`src/rtl/cdb_arbiter.sv`:
```
// Common data bus arbiter: two small result FIFOs (ALU, LSB) drained one entry per cycle onto a registered CDB.
// Define CDB_LSB_PRIO_EN for fixed LSB priority; otherwise the arbiter is round-robin.
module cdb_arbiter #(
   parameter int ROB_SIZE_BIT = 4,
   parameter int DATA_W       = 32,
   parameter int FIFO_DEPTH   = 2
) (
   input  logic                    clk_in,
   input  logic                    rst_n_in,
   input  logic                    rdy_in,
   input  logic                    rob_clear,
   input  logic                    alu_valid,
   input  logic [ROB_SIZE_BIT-1:0] alu_rob_id,
   input  logic [DATA_W-1:0]       alu_value,
   output logic                    alu_ready,
   input  logic                    lsb_valid,
   input  logic [ROB_SIZE_BIT-1:0] lsb_rob_id,
   input  logic [DATA_W-1:0]       lsb_value,
   output logic                    lsb_ready,
   output logic                    cdb_valid,
   output logic [ROB_SIZE_BIT-1:0] cdb_rob_id,
   output logic [DATA_W-1:0]       cdb_value
);

   localparam int PTR_W = $clog2(FIFO_DEPTH);
   localparam int CNT_W = $clog2(FIFO_DEPTH + 1);
   localparam logic [CNT_W-1:0] CNT_FULL = CNT_W'(FIFO_DEPTH);

   typedef struct packed {
      logic [ROB_SIZE_BIT-1:0] rob_id;
      logic [DATA_W-1:0]       value;
   } entry_t;

   entry_t           alu_mem [FIFO_DEPTH];
   entry_t           lsb_mem [FIFO_DEPTH];
   logic [PTR_W-1:0] alu_wr_ptr, alu_rd_ptr, lsb_wr_ptr, lsb_rd_ptr;
   logic [CNT_W-1:0] alu_cnt, lsb_cnt;
   logic             alu_ne, lsb_ne;
   logic             grant_alu, grant_lsb;
   logic             advance;
   logic             alu_push, lsb_push, alu_pop, lsb_pop;
   entry_t           head;

   assign alu_ready = (alu_cnt < CNT_FULL);
   assign lsb_ready = (lsb_cnt < CNT_FULL);
   assign alu_ne    = (alu_cnt != '0);
   assign lsb_ne    = (lsb_cnt != '0);

   // A flush or a global stall suppresses every push and pop in the cycle.
   assign advance  = rdy_in && !rob_clear;
   assign alu_push = advance && alu_valid && alu_ready;
   assign lsb_push = advance && lsb_valid && lsb_ready;
   assign alu_pop  = advance && grant_alu;
   assign lsb_pop  = advance && grant_lsb;

`ifdef CDB_LSB_PRIO_EN
   always_comb begin
      grant_alu = 1'b0;
      grant_lsb = 1'b0;
      if (lsb_ne) grant_lsb = 1'b1;
      else        grant_alu = alu_ne;
   end
`else
   typedef enum logic {SRC_ALU = 1'b0, SRC_LSB = 1'b1} src_e;
   src_e rr_last;

   // NOTE: every always_comb output gets a default first so no path leaves it unassigned (no latch).
   always_comb begin
      grant_alu = 1'b0;
      grant_lsb = 1'b0;
      if (alu_ne && lsb_ne) begin
         grant_alu = (rr_last == SRC_LSB);
         grant_lsb = (rr_last == SRC_ALU);
      end else begin
         grant_alu = alu_ne;
         grant_lsb = lsb_ne;
      end
   end

   always_ff @(posedge clk_in or negedge rst_n_in) begin
      if (!rst_n_in)                      rr_last <= SRC_LSB;
      else if (advance && grant_alu)      rr_last <= SRC_ALU;
      else if (advance && grant_lsb)      rr_last <= SRC_LSB;
   end
`endif

   assign head = grant_lsb ? lsb_mem[lsb_rd_ptr] : alu_mem[alu_rd_ptr];

   // NOTE: storage is written only behind a valid count, so it needs no reset and stays out of the reset tree.
   always_ff @(posedge clk_in) begin
      if (alu_push) alu_mem[alu_wr_ptr] <= '{rob_id: alu_rob_id, value: alu_value};
      if (lsb_push) lsb_mem[lsb_wr_ptr] <= '{rob_id: lsb_rob_id, value: lsb_value};
   end

   // NOTE: sequential state uses non-blocking assignments so all registers update from pre-edge values.
   always_ff @(posedge clk_in or negedge rst_n_in) begin
      if (!rst_n_in) begin
         alu_wr_ptr <= '0;
         alu_rd_ptr <= '0;
         alu_cnt    <= '0;
         lsb_wr_ptr <= '0;
         lsb_rd_ptr <= '0;
         lsb_cnt    <= '0;
      end else if (rdy_in) begin
         if (rob_clear) begin
            alu_wr_ptr <= '0;
            alu_rd_ptr <= '0;
            alu_cnt    <= '0;
            lsb_wr_ptr <= '0;
            lsb_rd_ptr <= '0;
            lsb_cnt    <= '0;
         end else begin
            // Depth is a power of two, so pointers wrap by overflow.
            if (alu_push) alu_wr_ptr <= alu_wr_ptr + PTR_W'(1);
            if (alu_pop)  alu_rd_ptr <= alu_rd_ptr + PTR_W'(1);
            if (lsb_push) lsb_wr_ptr <= lsb_wr_ptr + PTR_W'(1);
            if (lsb_pop)  lsb_rd_ptr <= lsb_rd_ptr + PTR_W'(1);
            alu_cnt <= alu_cnt + CNT_W'(alu_push) - CNT_W'(alu_pop);
            lsb_cnt <= lsb_cnt + CNT_W'(lsb_push) - CNT_W'(lsb_pop);
         end
      end
   end

   always_ff @(posedge clk_in or negedge rst_n_in) begin
      if (!rst_n_in) begin
         cdb_valid  <= 1'b0;
         cdb_rob_id <= '0;
         cdb_value  <= '0;
      end else if (rdy_in) begin
         if (rob_clear) begin
            cdb_valid <= 1'b0;
         end else if (grant_alu || grant_lsb) begin
            cdb_valid  <= 1'b1;
            cdb_rob_id <= head.rob_id;
            cdb_value  <= head.value;
         end else begin
            cdb_valid <= 1'b0;
         end
      end
   end

endmodule

```
`config.mk`:
```
export PLATFORM = sky130hd
export DESIGN_NAME = cdb_arbiter
export DESIGN_NICKNAME = d
export VERILOG_FILES = /design/src/rtl/cdb_arbiter.sv
export SDC_FILE = /design/constraint.sdc
export NUM_CORES = 1
export LEC_CHECK = 0
export CAP_MARGIN = 30
export CORE_MARGIN = 2
export CORE_UTILIZATION = 53
export CTS_CLUSTER_SIZE = 25
export DETAILED_ROUTE_END_ITERATION = 10
export PLACE_DENSITY = 0.75
export SLEW_MARGIN = 10
export SYNTH_ARGS = -nofsm -noshare
export SYNTH_HDL_FRONTEND = slang
export SYNTH_SLANG_ARGS = --single-unit
```
`constraint.sdc`:
```
create_clock -name clk_in -period 4.18 [get_ports clk_in]
set_clock_uncertainty 0.1 [all_clocks]
set_input_delay 1.045 -clock clk_in [delete_from_list [all_inputs] [get_ports clk_in]]
set_output_delay 1.045 -clock clk_in [all_outputs]
set_load 0.005 [all_outputs]
```
After elaboration in Yosys (flattened, before gate mapping) --
Memories as Yosys holds them, arrays and structs flattened. Cells that the tools add are included.
Word-level totals: register bits after elaboration 46, memory bits (writable) 144, input port bits 78, output and inout bits 39, word-level logic and storage cells 67, memories 2
Memories:
- alu_mem | depth 2, bits a word 36, rd ports 1, clocked after Yosys merged registers in 0, wr ports 1, line 34 | entry_t alu_mem [FIFO_DEPTH];
- lsb_mem | depth 2, bits a word 36, rd ports 1, clocked after Yosys merged registers in 0, wr ports 1, line 35 | entry_t lsb_mem [FIFO_DEPTH];
Cells by class: add/subtract/negate cells 8, order comparisons 2, muxes and demuxes 21, bitwise gates (word level) 2, reductions and logical operators 22
Operator list (number):
- 36-bit 2-to-1 mux | 1
- 1-bit 2-to-1 mux | 18
- 2-bit nonzero test | 7
- 1-bit logical AND | 8
- 2-bit AND reduction | 4
- 1-bit adder, second input constant | 4
- 2-bit by 1-bit adder with 2-bit output | 2
- 2-bit < comparator, second input constant | 2
- 2-bit 2-to-1 mux | 2
- 2-bit by 1-bit subtractor with 2-bit output | 2
- 3-bit AND reduction | 1
- 1-bit inverter | 2
- 1-bit logical NOT | 1
- 1-bit logical OR | 1

Logic depth before layout (Yosys ltp) --
Gate-level depths: netlist of the first run.
depth in word-level cells 7, mapped depth 9, gate-level depth less buffers 8

Least setup slack after synthesis of the first run --
Ideal clock, no wire load.
kind input -> register, start point input port rob_clear, end point memory alu_mem[0][0] in the netlist's numbering, enable pin, setup time 0.474 ns, data arrival time 3.915 ns, required time 3.606 ns, setup slack -0.309 ns, cell stages on the path 3, buffers on the path 1, cells stage by stage nand2b_1 -> clkbuf_1 -> nor3_1
On the way: word-level cells in the longest chain between the ends 6
Ends and longest elaborated chain:
- from (decl) | line 11 | input logic rob_clear,
- 1-bit logical NOT | line 50 | assign advance = rdy_in && !rob_clear;
- 1-bit logical AND | line 50
- 1-bit logical AND (2 in a row) | line 51 | assign alu_push = advance && alu_valid && alu_ready;
- 1-bit 2-to-1 mux | line 91 | if (alu_push) alu_mem[alu_wr_ptr] <= '{rob_id: alu_rob_id, value: alu_value};
- 1-bit 2-to-1 mux (implied by the code) | line 91
- to (decl) | line 34
Every way passes these cells.

==> metrics.md, run 1 <==
| Metric | Value |
|---|---|
| H-tree depth | `4` |
| Final Util | `approximately two thirds` |
| CTS Buf Count | `17` |
| FMAX | `~0.33 GHz` |
| Max FO, Critical Path | `37` |
| DP Cell Count | `776` |
| Post-CTS setup buffer count | `0` |
| Antenna-violating nets left | `0` |
| DP HPWL | `about 9.6 mm` |
| Number of vias per cell | `5.418` |
| CP cell instances | `clkdlybuf4s50_1 > nand2b_1 > a31o_2 > buf_12 > o21ai_0` |
| Avg Cell Area, Syn | `approximately 15 µm²` |
| Sink Count | `190` |
| Startpoint types | `input port` |
| Post-synth EDFFs | `~140` |
| Synth warn | `0` |
| Post-synth cell types | `34` |
| Final hold violation count | `0` |
| Crit path required time | `about 4400 ps` |
| Share of cells above drive strength 1 | `between 10% and 20%` |
| First-pass GRT wire length | `between 20 and 25 mm` |
| First DRT Iteration DRCs | `~370` |
| Synth Flop Type | `edfxtp_1` |
| Min Tclk post-route | `about 3000 ps` |
| Starting density of the core | `approximately 54%` |
| GRT Util Overall | `about 20%` |
| Seq cells post-synth | `190` |
| Syn_nets | `578` |
| Netlist Area Pre-Place | `7477 µm²` |
| Die area | `around 15000 µm²` |
| Core ar. | `approximately 14000 µm²` |
| Via Count | `4383` |
| Power Density | `533.2 nW/µm²` |
| Synth async-reset ratio | `between 20% and 30%` |
| VDD IR max | `roughly 0.00034 V` |
| CTS tree | `built` |
| Non-Filler Instances | `between 800 and 900` |
| Max Cap Viol | `0` |
| # rows | `43` |
| Initial antenna violation count | `0` |
| Element type at the critical path end | `register` |
| Min-delay worst type | `register to register` |
| GPL Wtd Cong | `0.8222` |
| DRC errors left | `0` |
| Vias in the first global route | `between 4000 and 5000` |
| Avg WL per Cell | `around 18 µm` |
| Boundary pin count | `117` |
| Mapped Cells | `~500` |
| Outcome | `finished clean` |
| Pleak | `~3.3 nW` |
| CTS Buffer Depth | `2` |
| Remaining Overflow, GRT | `0` |
| Largest net degree at the start of global routing | `40` |
| Rel. slew slack | `slightly above 50%` |
| Critical setup path kind | `input port to register` |
| Post-layout nets | `about 700` |
| Arr. time, crit path | `3180 ps` |
| Drt pass-1 iters | `4` |
| Fin crit share | `71.65%` |
| WL final | `between 10 and 15 mm` |
| CTS root buffer | `clkbuf_16` |
| Slowest library cell on the worst path | `a31o_2` |
| Sequential-to-total area share from yosys stat | `about three quarters` |
| Clock-pin slew on the worst setup and hold paths | `~60 ps` |
| Fin. max-slew vios | `0` |
| Die width | `around 120 µm` |
| Port Buffers | `~120` |
| Worst slew pin tran | `722.3 ps` |
| Latest clock arrival within the worst-skew pair | `roughly 420 ps` |
| Post-CTS sizing | `0` |
| RSZ-0062 raised after global routing | `false` |
| Final setup viols | `0` |
| ANT cells | `0` |
| Die H | `about 120 µm` |
| Area grow syn2layout | `26.02%` |
| Crit path largest cell delay | `between 600 and 700 ps` |
| Hold buffers post-CTS | `0` |
-- metal layers --
layer / vias to the layer above / track usage [%] / wire length (µm)
li1: 2093 / - / -
met1: 2145 / 24.49 / 5968
met2: 114 / 35.12 / 7597
met3: 31 / 4.693 / 702
met4: 0 / 9.626 / 423
met5: - / 0 / 0
-- worst max-delay path, delay by kind of cell --
kind                   cells  cell delay (ps)
AND/OR/NAND/NOR            1              460
AO/OA/AOI/OAI              2              760
buffers and inverters      2              870
-- path summary, 6_finish.rpt --
check	from	end	slack, ps	depth (start not counted)
setup / recovery	rdy_in	cdb_valid	1190	5
hold / removal	cdb_value[14]	cdb_value[14]	390	2
setup reg to reg	lsb_cnt[1]	lsb_cnt[1]	1770	9
hold reg to reg	cdb_value[14]	cdb_value[14]	390	2
max in group asynchronous	rst_n_in	rr_last	2900	2
min in group asynchronous	rst_n_in	alu_cnt[1]	500	1
-- cells in the final DEF (no fill, tap or decap), types with 2 or more instances in the layout --
| master | instances |
|---|---|
| xnor2_1 | 3 |
| nor3b_1 | 2 |
| o22ai_1 | 2 |
| o21ai_0 | 8 |
| clkbuf_16 | 17 |
| clkbuf_1 | 5 |
| a21oi_1 | 39 |
| nand2_1 | 40 |
| o21ai_1 | 36 |
| xor2_1 | 2 |
| nor2_1 | 3 |
| ha_1 | 2 |
| mux2i_1 | 36 |
| clkbuf_8 | 5 |
| mux2_2 | 36 |
| nand2b_1 | 5 |
| a21o_1 | 2 |
| buf_12 | 4 |
| clkinvlp_4 | 2 |
| clkdlybuf4s50_1 | 115 |
| dfrtp_2 | 2 |
| nor3_2 | 4 |
| or3_1 | 2 |
| buf_4 | 9 |
| inv_1 | 7 |
| dfrtp_1 | 43 |
| nor2b_1 | 2 |
| edfxtp_1 | 144 |
| nor3_1 | 38 |
| clkinv_2 | 2 |
-- cells in the mapped netlist, types with 3 or more instances --
master    number  area share [%]
mux2i_1       36             4.8
inv_1          7            0.35
nand2b_1       5            0.42
dfrtp_1       45              15
edfxtp_1     144              58
xnor2_1        3            0.35
buf_2         20             1.3
o21ai_1       36             2.4
o21ai_0        8            0.54
nor3_1        42             2.8
a21oi_1       39             2.6
buf_6          5            0.75
nand2_1       40             2.0
clkbuf_1       3            0.15
mux2_2        36             5.4
nor2_1         4            0.20
-- sequential cells by signal, indices dropped and copies added (netlist names), 2 cells and up --
signal	cells
alu_mem	72
lsb_mem	72
alu_cnt	2
cdb_rob_id	4
lsb_cnt	2
cdb_value	32
-- kinds of logic (layout without fill, tap and decap cells) --
logic type | after synthesis | after routing | share of synthesized area [%]
AO/OA/AOI/OAI | 94 | 94 | 6.744
XOR/XNOR | 5 | 5 | 0.5858
adder cells (fa/ha/maj) | 2 | 2 | 0.3346
buffers and inverters | 37 | 168 | 2.795
flip-flops | 190 | 190 | 73.24
multiplexers | 72 | 72 | 10.24
AND/OR/NAND/NOR | 98 | 98 | 6.057
-- where the power goes --
| part | switching [mW] | internal [mW] |
|---|---|---|
| clock network | 0.623 | 0.900 |
| logic | 0.463 | 0.607 |
| registers | 0.165 | 2.27 |
| total | 1.25 | 3.77 |
-- per-stage QoR --
| step | setup slack (ps) | setup TNS (ps) | hold slack, ps | power, mW | instance area (µm²) |
|---|---|---|---|---|---|
| after floorplan | -308.9 | -44480 | 364.1 | 2.968 | 7477 |
| after global placement | 870.7 | 0 | 372.2 | 3.495 | 8795 |
| after detailed placement | 773.6 | 0 | 379.3 | 3.541 | 8835 |
| after CTS | 1211 | 0 | 392.9 | 5.054 | 9403 |
| after global routing | 1026 | 0 | 419.1 | 5.262 | 9423 |
| final | 1185 | 0 | 385.4 | 5.025 | 9423 |
-- area by class of cell --
| type | instances | area (µm²) |
|---|---|---|
| clock buffer | 27 | 513.0 |
| clock inverter | 5 | 55.05 |
| fill | 938 | 4404 |
| inverter | 7 | 26.28 |
| multi-input combinational | 271 | 1821 |
| sequential | 190 | 5479 |
| tap | 180 | 225.2 |
| timing repair buffer | 129 | 1304 |
No activity file was read; power rests on OpenSTA's default activity.
==> inputs of run 2 (changes only) <==
==> constraint.sdc (replaced) <==
create_clock -name clk_in -period 2.85 [get_ports clk_in]
set_clock_uncertainty 0.1 [all_clocks]
set_input_delay 0.7125 -clock clk_in [delete_from_list [all_inputs] [get_ports clk_in]]
set_output_delay 0.7125 -clock clk_in [all_outputs]
set_load 0.005 [all_outputs]
==> run 2 against run 1 <==
Count of clock-buffer cells in the layout decreased by 7; largest cell class unchanged; clock power increased by 55%; die area unchanged; cell count increased by 0.87%; critical endpoint is now alu_ready; sequential power increased by 46%; cell area increased by 0.68%; via count increased by 3.7%; worst hold slack got worse by 86 ps; flip-flop and latch count unchanged; critical path type is now register to output pin; setup slack got worse by 700 ps; sequential share of layout area decreased by 0.39 points; wire length increased by 4.7%.
==> metrics.md, run 2 (synthesized netlist as in run 1, its figures left out) <==
| Metric | Value |
|---|---|
| Outcome | `finished clean` |
| Crit-path leading delay family | `buffers and inverters` |
| Worst slew pin tran | `950.6 ps (+228.3 ps)` |
| Fillcell total | `941 (+0.32%)` |
| Final setup viols | `0 (unchanged)` |
| First DRT Iteration DRCs | `324 (-13%)` |
| Commonest non-fill, non-tap cell in the layout | `edfxtp_1` |
| Placed inst area | `8895 µm² (+0.68%)` |
| Fin crit share | `between 80 and 90%` |
| Cell area after layout | `9487 µm² (+0.68%)` |
| Sink Count | `190 (unchanged)` |
| Routed wl met3 | `847 µm (+21%)` |
| Clock-pin slew on the worst setup and hold paths | `60 ps (about the same)` |
| Post-CTS setup buffer count | `0 (unchanged)` |
| Crit. path cell count | `2 (-3)` |
| Top layer in use | `met4` |
| CTS Buf Count | `17 (unchanged)` |
| Area grow syn2layout | `26.87%` |
| Critical setup path kind | `register to output pin` |
| CTS Buffer Depth | `2 (unchanged)` |
| Final Power | `7.480 mW (+49%)` |
| DRC errors left | `0 (unchanged)` |
| Max FO, Critical Path | `7 (-81%)` |
| CTS tree | `built` |
| Arr. time, crit path | `1550 ps (-1630 ps)` |
| Avg WL per Cell | `18.85 µm (+3.8%)` |
| Final hold violation count | `0 (unchanged)` |
| GRT Util Overall | `21.41% (+0.93 points)` |
| Hold buffers post-CTS | `0 (unchanged)` |
| # rows | `43 (unchanged)` |
| CP cell instances | `inv_1 > clkdlybuf4s50_1` |
| Via Count | `4545 (+3.7%)` |
| Post-layout nets | `703 (+1.0%)` |
| Area of the multi-input gates | `1846 µm² (+1.4%)` |
| Final Util | `68.61% (+0.46 points)` |
| Commonest cells after routing, fill and taps aside | `144 x edfxtp_1, 115 x clkdlybuf4s50_1, 43 x dfrtp_1, 40 x nand2_1, 39 x a21oi_1` |
| FMAX | `0.4228 GHz` |
| Non-Filler Instances | `816 (+0.87%)` |
| H-tree depth | `4 (unchanged)` |
| Reg2reg path depth | `8 (-1)` |
| Met1 wire length | `6.591 mm (+10%)` |
| VDD IR max | `0.0004663 V (+37%)` |
| RSZ-0062 raised after global routing | `false` |
| First-pass GRT wire length | `23.61 mm (+4.2%)` |
| Buffers and inverters on the worst path | `2 (unchanged)` |
| Port Buffers | `116 (unchanged)` |
| Post-CTS sizing | `0 (unchanged)` |
| ANT cells | `0 (unchanged)` |
| Rel. slew slack | `36.63% (-15 points)` |
| Core ar. | `13830 µm² (unchanged)` |
| Min-delay worst type | `input port to async pin` |
| Vias in the first global route | `4517 (-0.57%)` |
| Pleak | `3.335 nW (+1.4%)` |
| Boundary pin count | `117 (unchanged)` |
| Initial antenna violation count | `0 (unchanged)` |
| Setup TNS Final | `0 ps (unchanged)` |
| Crit path required time | `2040 ps (-2330 ps)` |
| Largest registers | `alu_mem x72, lsb_mem x72, cdb_value x32` |
| Element type at the critical path end | `output pin` |
| Max Cap Viol | `0 (unchanged)` |
| WL final | `15.38 mm (+4.7%)` |
| Die H | `122.8 µm (unchanged)` |
| Starting density of the core | `54.08% (unchanged)` |
| Power Density | `788.5 nW/µm² (+48%)` |
| Crit path largest cell delay | `520 ps (-130 ps)` |
| Setup slack at placement | `285.2 ps (-488.5 ps)` |
| Number of vias per cell | `5.570 (+2.8%)` |
| Largest net degree at the start of global routing | `74 (+85%)` |
| DP HPWL | `9.840 mm (+2.6%)` |
| Slowest library cell on the worst path | `clkdlybuf4s50_1` |
| Final hold slack | `299.4 ps (-86.06 ps)` |
| Detail Route met2 WL | `7.669 mm (+0.95%)` |
| DP Cell Count | `784 (+1.0%)` |
| Startpoint types | `register` |
| Share of cells above drive strength 1 | `15.57% (+1.4 points)` |
| Antenna-violating nets left | `0 (unchanged)` |
| Min Tclk post-route | `about 2400 ps` |
| Register area | `5479 µm² (unchanged)` |
| GPL Wtd Cong | `0.7861 (-4.4%)` |
| Drt pass-1 iters | `5 (+1)` |
| Die width | `122.8 µm (unchanged)` |
| CTS root buffer | `clkbuf_16` |
| Remaining Overflow, GRT | `0 (unchanged)` |
| Fin. max-slew vios | `0 (unchanged)` |
| Latest clock arrival within the worst-skew pair | `430 ps (about the same)` |
| Die area | `15070 µm² (unchanged)` |
| Setup ws final | `484.9 ps (-700.3 ps)` |
[run 2: area by class of cell]
| cell class | count | area share, % |
|---|---|---|
| repair buffers | 136 | 13.90 |
| clock buffers | 20 | 4.814 |
| clock inverters | 12 | 1.424 |
| multi-input cells | 271 | 19.45 |
| inverters | 7 | 0.2770 |
| flip-flops and latches | 190 | 57.76 |
| well taps | 180 | 2.374 |
[run 2: worst paths after layout]
kind | from | to | slack [ps]
worst min register to register | cdb_value[26] | cdb_value[26] | 390
worst max register to register | alu_cnt[1] | lsb_cnt[1] | 760
min in group clk_in | cdb_value[26] | cdb_value[26] | 390
worst min-delay path | rst_n_in | lsb_cnt[0] | 300
max in group asynchronous | rst_n_in | alu_rd_ptr | 1890
worst max-delay path | alu_cnt[1] | alu_ready | 480
[run 2: metal layers]
layer / up-vias / track usage (%)
met5: - / 0
met4: 0 / 9.411
met3: 22 / 4.786
met2: 159 / 35.12
met1: 2252 / 27.42
li1: 2112 / -
[run 2: report_power, final]
part,internal (mW),switching (mW),leakage (nW)
Sequential,3.32,0.224,1.89
Clock,1.34,1.01,0.281
Combinational,0.885,0.694,1.17
